`src/rtl/mdu_issue_ctrl.sv`:
```
// mdu_issue_ctrl: E-stage MD issue/hazard control with a shadow busy countdown; `MDU_PERF_CNT_EN adds perf_issue/perf_stall counters.
module mdu_issue_ctrl #(
  parameter int MULT_CYCLES = 5,
  parameter int DIV_CYCLES = 10
) (
  input  logic       clk,
  input  logic       reset,
  input  logic       e_valid,
  input  logic [3:0] e_md_sel,
  input  logic       d_md_use,
  input  logic       mdu_busy,
  output logic       mdu_start,
  output logic [3:0] mdu_op,
  output logic [3:0] mdu_time,
  output logic [1:0] read_hilo,
  output logic       stall_d,
  output logic       busy_err
`ifdef MDU_PERF_CNT_EN
  ,
  output logic [31:0] perf_issue,
  output logic [31:0] perf_stall
`endif
);
  localparam logic [3:0] MT = 4'(MULT_CYCLES);
  localparam logic [3:0] DT = 4'(DIV_CYCLES);
  typedef enum logic {IDLE, BUSY} state_t;
  state_t state;
  logic [3:0] cnt;
  logic mult, div, seq, mv, shadow;
  always_comb begin
    mult = e_md_sel inside {4'b0001, 4'b0010};
    div = e_md_sel inside {4'b0011, 4'b0100, 4'b1000};
    seq = mult || div;
    mv = e_md_sel inside {4'b0101, 4'b0110};
    shadow = state == BUSY;
    mdu_start = e_valid && seq && !shadow;
    mdu_op = e_valid && (seq || mv) ? e_md_sel : 4'b0000;
    mdu_time = !e_valid ? 4'd0 : mult ? MT : div ? DT : 4'd0;
    read_hilo = !e_valid ? 2'b00 : e_md_sel == 4'b1001 ? 2'b10 : e_md_sel == 4'b1010 ? 2'b01 : 2'b00;
    stall_d = d_md_use && (mdu_start || shadow || mdu_busy);
  end
  // the unit's busy flag includes the start cycle, so disagreement is only judged when not starting
  always_ff @(posedge clk) begin
    if (reset) begin
      state <= IDLE;
      cnt <= 4'd0;
      busy_err <= 1'b0;
    end else begin
      busy_err <= busy_err || (e_valid && seq && shadow) || (mdu_busy != shadow && !mdu_start);
      if (mdu_start) begin
        state <= BUSY;
        cnt <= mdu_time;
      end else if (shadow) begin
        cnt <= cnt - 4'd1;
        if (cnt == 4'd1) state <= IDLE;
      end
    end
  end
`ifdef MDU_PERF_CNT_EN
  always_ff @(posedge clk) begin
    if (reset) begin
      perf_issue <= 32'd0;
      perf_stall <= 32'd0;
    end else begin
      perf_issue <= perf_issue + 32'(mdu_start);
      perf_stall <= perf_stall + 32'(stall_d);
    end
  end
`endif
endmodule
```
`config.mk`:
```
export PLATFORM = sky130hd
export DESIGN_NAME = mdu_issue_ctrl
export DESIGN_NICKNAME = d
export VERILOG_FILES = /design/src/rtl/mdu_issue_ctrl.sv
export SDC_FILE = /design/constraint.sdc
export NUM_CORES = 1
export LEC_CHECK = 0
export ABC_AREA = 1
export ABC_CLOCK_PERIOD_IN_PS = 2600
export BUFFER_PORTS_ARGS = -buffer_cell sky130_fd_sc_hd__buf_2
export CORE_AREA = 2 2 39 41
export CTS_BUF_LIST = sky130_fd_sc_hd__clkbuf_8
export DETAILED_ROUTE_END_ITERATION = 8
export DIE_AREA = 0 0 41 43
export PLACE_DENSITY_LB_ADDON = 0.15
export SKIP_LAST_GASP = 1
export SYNTH_ARGS = -nofsm -noshare
export SYNTH_HDL_FRONTEND = slang
export SYNTH_SLANG_ARGS = --single-unit
```
`constraint.sdc`:
```
create_clock -name clk -period 2.6 [get_ports clk]
set_input_delay 0.52 -clock clk [delete_from_list [all_inputs] [get_ports clk]]
set_output_delay 0.52 -clock clk [all_outputs]
set_load 0.03 [all_outputs]
```
==> impl_metrics.csv <==
group,metric,value,unit
outcome,status,"finished clean",
timing,tightest_slew,0.352,ns
global_route,grt_pass1_vias,463,
placed_design,hpwl,903,um
logic_synthesis,syn_avg_cell_area,6.03,um^2
logic_synthesis,syn_inst,87,
routing,drc,0,
global_route,grt_overflow_total,0,
timing,slew_violations,0,
floorplanning,pin_count,22,
critical_path,worstPathArrival,1.52,ns
logic_synthesis,synth_warnings,0,
cts,clkLatencyLatePin,0.22,ns
critical_path,cp_data_required_time,2.08,ns
cts,cts_tree,"done",
layout,synthToLayoutAreaGrowth,26.7,%
hold_path,whs_path_depth,2,
critical_path,reg2reg_from,"shadow",
global_route,grt.total_usage,14.7,%
timing,finalCritPeriodShare,78.3,%
timing,hold_viol,0,
logic_synthesis,yosysUniqueCellTypes,18,
power_and_ir_drop,power.density,526,nW/um^2
routing,routed_via_density,4.40,
routing,wl,1.09,mm
layout,fin_nets,121,
layout,layout_commonest_cell,"buf_2",
global_route,grt_pass1_wl,1.74,mm
routing,ant_nets,0,
routing,wl_per_cell,8.79,um
cts,cts_resized,0,
timing,rsz0062_at_grt,"false",
cts,cts_buffer_depth,2,
layout,fin_cells,124,
critical_path,reg2reg_depth,5,
floorplanning,core_area,1380,um^2
cts,post_cts_buffers,0,
critical_path,cp_max_fo,5,
global_route,grt_start_max_net_pins,10,
cts,cts-buffers-inserted,3,
cts,h-tree-depth,1,
logic_synthesis,yosysSeqAreaShare,22.9,%
logic_synthesis,syn_area,524,um^2
timing,fin_skew,0.000416,ns
job,max_cap_viol_count,0,
layout,drive_gt1_share,31.5,%
logic_synthesis,yosys_register_bits,6,
cts,postCtsHoldBufs,0,
cts,root_buffer,"clkbuf_8",
routing,drtPass1Iterations,3,
layout,post-route-util,48.0,%
power_and_ir_drop,peakVddDrop,370,uV
critical_path,critPathLaunchType,"input port",
critical_path,reg2reg_slack,1.47,ns
critical_path,setup.worst_path.class,"input port to primary output",
critical_path,r2r_end,"cnt[3]",
timing,fmax,491,MHz
timing,tns,0,ns
placed_design,gp_congestion,0.719,
cts,clkSinkCount,6,
floorplanning,die_w,41,um
floorplanning,num_rows,14,
global_route,antenna_found_initial,0,
timing,slew_headroom,76.5,%
power_and_ir_drop,power.leakage,0.421,nW
hold_path,min_to,"cnt[3]",
floorplanning,start_util,37.9,%
floorplanning,die-area,1760,um^2
placed_design,io_buffer_count,21,
hold_path,hp-start,"cnt[3]",
timing,finalSetupViolCount,0,
critical_path,end_kind,"primary output",
routing,drtIter0Drc,7,
timing,period_minus_slack,2.04,ns
power_and_ir_drop,total_power,0.349,mW
logic_synthesis,syn_nets,98,
timing,holdWs,0.496,ns
layout,num_antenna_cells,0,
layout,most-common-layout-cells,"buf_2 (21), inv_1 (20), nand2_1 (18), nand3_1 (9), a21oi_1 (7)",
cts,clkTransAtPathRegs,0.03,ns
routing,num_vias,546,
placed_design,numPlacedInstances,121,
hold_path,hp-class,"register to register",
floorplanning,die_h,43,um
==> worst max-delay path: stages <==
cell and delay [ns]:
buf_2 0.12, nor2_2 0.15, nand3_1 0.12, nand2_2 0.10, nand2_2 0.08, nand3_1 0.11
o21ai_0 0.08, inv_1 0.05, buf_2 0.18
==> stage by stage <==
step	area [um^2]	worst slack, ns
6_report	664	0.564
5_1_grt	664	0.436
4_1_cts	664	0.564
3_5_place_dp	623	0.564
3_3_place_gp	623	0.559
2_1_floorplan	524	0.716
==> report_power, final <==
part / switching [mW] / total [mW] / internal (mW) / leakage, nW
Clock: 0.0354 / 0.134 / 0.0990 / 0.0216
Combinational: 0.0670 / 0.103 / 0.0356 / 0.350
Sequential: 0.00962 / 0.112 / 0.103 / 0.0495
Total: 0.112 / 0.349 / 0.237 / 0.421
==> worst max path at each step <==
stage / start / to / slack [ns] / cells after the start
global placement: e_md_sel[3] / stall_d / 0.56 / 10
finish: e_md_sel[2] / stall_d / 0.56 / 9
global route: e_md_sel[3] / stall_d / 0.44 / 10
detailed placement: e_md_sel[2] / stall_d / 0.56 / 9
floorplan: e_md_sel[2] / mdu_time[3] / 0.72 / 6
CTS: e_md_sel[3] / stall_d / 0.56 / 10
==> routing by layer <==
layer	routed length, um	track usage [%]	vias to the layer above
met2	529	22.8	13
met4	9	12.0	0
li1	-	-	307
met5	0	0	-
met1	498	16.7	224
met3	52	1.57	2
==> state kept, by name (all words and copies together) (netlist names) <==
name and cells:
busy_err 1, shadow 1, cnt 4
==> synthesized netlist by cell type <==
| cell | n | area, um^2 |
|---|---|---|
| nand3_1 | 9 | 45.0 |
| nand2_1 | 18 | 67.6 |
| nand3_2 | 2 | 20.0 |
| buf_4 | 2 | 15.0 |
| inv_1 | 20 | 75.1 |
| buf_6 | 1 | 11.3 |
| nor3_1 | 2 | 10.0 |
| xor2_1 | 1 | 8.76 |
| inv_2 | 1 | 3.75 |
| dfxtp_1 | 6 | 120 |
| a31oi_1 | 1 | 6.26 |
| ha_1 | 2 | 25.0 |
| a21oi_1 | 7 | 35.0 |
| o21ai_0 | 3 | 15.0 |
| nand2_2 | 5 | 31.3 |
| nor2_1 | 4 | 15.0 |
| nand3b_1 | 1 | 7.51 |
| nor2_2 | 2 | 12.5 |
==> logic make-up after synthesis <==
logic type,Yosys count,share of synthesized area [%]
compound gates,11,10.7
xor+xnor,1,1.67
fa+ha+maj,2,4.77
buf+inv,24,20.0
flops,6,22.9
simple gates,43,39.9
==> final cells by class <==
| class | instances | area (um^2) |
|---|---|---|
| flip-flops and latches | 6 | 120 |
| fillers | 152 | 719 |
| well taps | 16 | 20.0 |
| clock buffers | 3 | 41.3 |
| inverters | 21 | 78.8 |
| multi-input cells | 57 | 299 |
| repair buffers | 21 | 105 |
Power figures use the tool's default switching activity.
